`src/rtl/quad_decoder.sv`:
```
// Quadrature decoder: synchronizes the raw A/B encoder phases, decodes Gray-code
// transitions into up/down steps and keeps a wrapping position count.
module quad_decoder #(
  parameter int WIDTH       = 8,
  parameter int SYNC_STAGES = 2
) (
  input  logic             clk,
  input  logic             rst_n,
  input  logic             a,
  input  logic             b,
  input  logic             clr,
  output logic [WIDTH-1:0] cnt,
  output logic             dir,
  output logic             step,
  output logic             err
);

  typedef enum logic {
    SETTLE = 1'b0,
    RUN    = 1'b1
  } state_t;

  localparam logic [2:0] SETTLE_LAST = 3'(SYNC_STAGES);

  logic [SYNC_STAGES-1:0] sync_a;
  logic [SYNC_STAGES-1:0] sync_b;
  logic [1:0]             cur;
  logic [1:0]             prev;
  logic [2:0]             settle_cnt;
  state_t                 state;
  logic                   is_up;
  logic                   is_down;
  logic                   is_bad;

  always_ff @(posedge clk or negedge rst_n) begin
    if (!rst_n) begin
      sync_a <= '0;
      sync_b <= '0;
    end else begin
      sync_a <= {sync_a[SYNC_STAGES-2:0], a};
      sync_b <= {sync_b[SYNC_STAGES-2:0], b};
    end
  end

  assign cur = {sync_a[SYNC_STAGES-1], sync_b[SYNC_STAGES-1]};

  // Transition table keyed on {prev, cur}; up order is 00 -> 10 -> 11 -> 01 -> 00.
  always_comb begin
    is_up   = 1'b0;
    is_down = 1'b0;
    case ({prev, cur})
      4'b00_10, 4'b10_11, 4'b11_01, 4'b01_00: is_up   = 1'b1;
      4'b10_00, 4'b11_10, 4'b01_11, 4'b00_01: is_down = 1'b1;
      default: ;
    endcase
    is_bad = ((prev ^ cur) == 2'b11);
  end

  always_ff @(posedge clk or negedge rst_n) begin
    if (!rst_n) begin
      state      <= SETTLE;
      settle_cnt <= '0;
      prev       <= 2'b00;
      cnt        <= '0;
      dir        <= 1'b0;
      step       <= 1'b0;
      err        <= 1'b0;
    end else begin
      step <= 1'b0;
      case (state)
        SETTLE: begin
          // Latch the resting phase so a non-00 encoder position does not count.
          if (settle_cnt == SETTLE_LAST) begin
            prev  <= cur;
            state <= RUN;
          end else begin
            settle_cnt <= settle_cnt + 3'd1;
          end
          if (clr) begin
            cnt <= '0;
            err <= 1'b0;
          end
        end
        RUN: begin
          prev <= cur;
          if (clr) begin
            cnt <= '0;
            err <= 1'b0;
          end else if (is_up) begin
            cnt  <= cnt + WIDTH'(1);
            dir  <= 1'b0;
            step <= 1'b1;
          end else if (is_down) begin
            cnt  <= cnt - WIDTH'(1);
            dir  <= 1'b1;
            step <= 1'b1;
          end else if (is_bad) begin
            err <= 1'b1;
          end
        end
        default: state <= SETTLE;
      endcase
    end
  end

endmodule

```
`config.mk`:
```
export PLATFORM = sky130hd
export DESIGN_NAME = quad_decoder
export DESIGN_NICKNAME = d
export VERILOG_FILES = /design/src/rtl/quad_decoder.sv
export SDC_FILE = /design/constraint.sdc
export NUM_CORES = 1
export LEC_CHECK = 0
export CORE_MARGIN = 5
export CORE_UTILIZATION = 45
export DETAILED_ROUTE_END_ITERATION = 7
export GPL_ROUTABILITY_DRIVEN = 0
export GPL_TIMING_DRIVEN = 1
export PLACE_DENSITY = 0.78
export SLEW_MARGIN = 20
export SYNTH_ARGS = -nofsm -noshare
export SYNTH_HDL_FRONTEND = slang
export SYNTH_SLANG_ARGS = --single-unit
export TNS_END_PERCENT = 1
```
`constraint.sdc`:
```
create_clock -name clk -period 2.85 [get_ports clk]
set_clock_uncertainty 0.1 [all_clocks]
set_input_delay 0.285 -clock clk [delete_from_list [all_inputs] [get_ports clk]]
set_output_delay 0.285 -clock clk [all_outputs]
set_load 0.02 [all_outputs]
```
==> flow_summary.toml, run 1 <==
[clock_network]
clk-insertion-delay-late_ns = 0.31
htree_levels = 1
numCtsBuffers = 3
cts_tree = "done"
cts-root-buf = "clkbuf_4"
cts.sinks = 21
clk_pin_slew_ns = 0.11
hold_buffers = 0
cts_buffer_depth = 2

[setup_path]
crit_buf_inv = 0
crit_fanout = 7
worstPathCellList = "xnor2_1, nand2b_2, ha_1, a211oi_2, nor4b_2, a211oi_2, mux2i_1, mux2_1"
reg2reg_depth = 8
cp.required_ns = 2.95
worst-path-stages = 8
worst-setup-path-type = "flop to flop"
r2r_setup_slack_ns = 0.20
worstSetupEndpointType = "flop"
crit_slowest_cell = "dfrtp_1"
cpLargestDelayFamily = "multiplexers"
slowest_delay_ns = 0.42
r2r_end = "cnt[7]"
start_kind = "flop"
cp_common_cell = "a211oi_2"
r2r-start = "prev[1]"
crit_arrival_ns = 2.75

[synth]
synth_top_flop_cell = "dfrtp_1"
synth_top_family_by_area = "compound AO/OA/AOI/OAI gates"
synth_simple_gate_area_share_pct = 6.60
synth_xor_area_share_pct = 9.73
synth-seq-cells = 21
synth.avg_cell_area_um2 = 12.0
synthesis.area_mm2 = 0.00108
syn_inst = 90
synth_area_leaders = "dfrtp_1 49%, ha_1 9.3%, xnor2_1 5.7%"
yosys-top-cells-count = "21 x dfrtp_1, 8 x ha_1, 7 x xnor2_1"
synth_most_common_cell = "dfrtp_1"
yosysTopAreaCellShare_pct = 48.7
synth_fa_ha_area_share_pct = 11.1
synth-compound-area-share_pct = 16.9
synthArstFlopShare_pct = 100
ys_seq_area_share_pct = 48.7
yosys.cell_types.count = 24
synth-edff-count = 0
synth_area_leader_cell = "dfrtp_1"
syn_nets = 104
ys_warn_count = 0
muxShareOfSynthArea_pct = 5.10

[place]
hpwlAfterDp_mm = 1.40
io_buffer_count = 15

[grt]
grt_first_pass_wirelength_mm = 3.16
grt_max_degree = 22
grt.overflow.total = 0
grt_pass1_vias = 711
grt_use_total_pct = 12.1
antenna_found_initial = 0

[die]
core_mm2 = 0.00225
rows = 17
die_w_um = 59.0
io_pins = 16
die_h_um = 59.0
dieArea_mm2 = 0.00348
initial_core_util_pct = 47.9

[flow_run]
cap_violations = 0

[min_path]
holdPathStages = 0
holdPathEnd = "sync_b[1]"
hp-class = "flop to flop"
worstHoldStart = "sync_b[0]"

[timing]
period_share_pct = 93.1
hold_violations = 0
rsz0062_at_grt = "no"
slew_viol_final = 0
whs_ns = 0.260
min_period_ns = 2.65
max-slew-margin-rel_pct = 39.9
fin_setup_tns_ns = 0
worst_pin_slew_ns = 0.899
setup_viol = 0
max_freq_mhz = 377

[final_layout]
final_layout_size_suffix_gt1_share_pct = 10.2
antenna_cells = 0
area_delta_synth_final_pct = 19.5
final_nets = 123

[pwr]
total_power_mw = 1.08
p_leak_nw = 0.579
powerDensity_mw_per_mm2 = 841
ir_drop_uv = 528

[routing]
num_vias = 712
drtAntennaViolNets = 0
routed_via_density = 5.24
drc = 0
dr.pass1.iters = 3
avgRoutedWirePerCell_um = 13.5
wirelength_mm = 1.84
drt_iter0_markers = 1

[outcome]
status = "finished, final reports clean"
cells by family after synthesis:
| group | count (synthesis) |
|---|---|
| compound gates | 26 |
| flops | 21 |
| xor+xnor | 12 |
| simple gates | 12 |
| fa+ha+maj | 9 |
| buf+inv | 5 |
| mux | 5 |
cells in the final DEF, fill, tap and decap left out, types with 5 or more instances in the layout:
cell	instances
a21oi_1	6
xor2_1	5
ha_1	8
a22o_1	6
dfrtp_1	21
xnor2_1	7
clkdlybuf4s50_1	15
state kept, by name, summed over array words and instances (netlist names):
register / cells
state: 1
settle_cnt: 3
dir: 1
err: 1
sync_b: 2
sync_a: 2
prev: 2
step: 1
cnt: 8
worst max path at each step:
stage                        from     end  slack, ns
after CTS                 prev[0]  cnt[7]       0.12
final                     prev[1]  cnt[7]       0.20
after global routing      prev[1]  cnt[7]      0.003
after detailed placement  prev[0]  cnt[7]       0.14
after floorplan           prev[0]  cnt[7]       0.31
after global placement    prev[0]  cnt[7]       0.19
timing repair:
action / 4_1_cts / 5_1_grt
gates resized for setup: 0 / 1
setup buffers: 0 / 0
setup endpoints to repair: 0 / 1
power by group:
part           switching [mW]  internal (mW)  total (mW)
sequential             0.0464          0.348       0.395
combinational           0.266          0.282       0.548
clock                  0.0890         0.0524       0.141
final cells by class:
type	count	area (um^2)
fill	201	965
inverter	4	15.0
clock buffer	3	22.5
sequential	21	526
clock inverter	1	5.00
timing repair buffer	15	150
tap	28	35.0
multi-input combinational	64	537
metrics by stage:
stage | std cells | setup slack (ns) | util (%) | cell area [um^2]
final | 136 | 0.197 | 57.2 | 1290
after global routing | 136 | 0.00339 | 57.2 | 1290
after CTS | 136 | 0.116 | 57.1 | 1290
after detailed placement | 132 | 0.135 | 55.9 | 1260
after global placement | 132 | 0.195 | 55.9 | 1260
after floorplan | 90 | 0.309 | - | 1080
layer usage:
metal  wire (um)  part of all wire [%]  GRT usage [%]
met1         792                    43           14.1
met2         935                    51           21.1
met3         111                   6.0           5.01
met4           0                     0           1.94
met5           0                     0              0
No activity file was read; power rests on OpenSTA's default activity.
==> run 2: changes to the inputs <==
--- a/config.mk
+++ b/config.mk
@@ -7,6 +7,7 @@
 export LEC_CHECK = 0
 export CORE_MARGIN = 5
 export CORE_UTILIZATION = 45
+export CTS_CLUSTER_SIZE = 20
 export DETAILED_ROUTE_END_ITERATION = 7
 export GPL_ROUTABILITY_DRIVEN = 0
 export GPL_TIMING_DRIVEN = 1
==> results of run 2 <==
No change in the layout: final DEF, timing and power equal those of run 1.
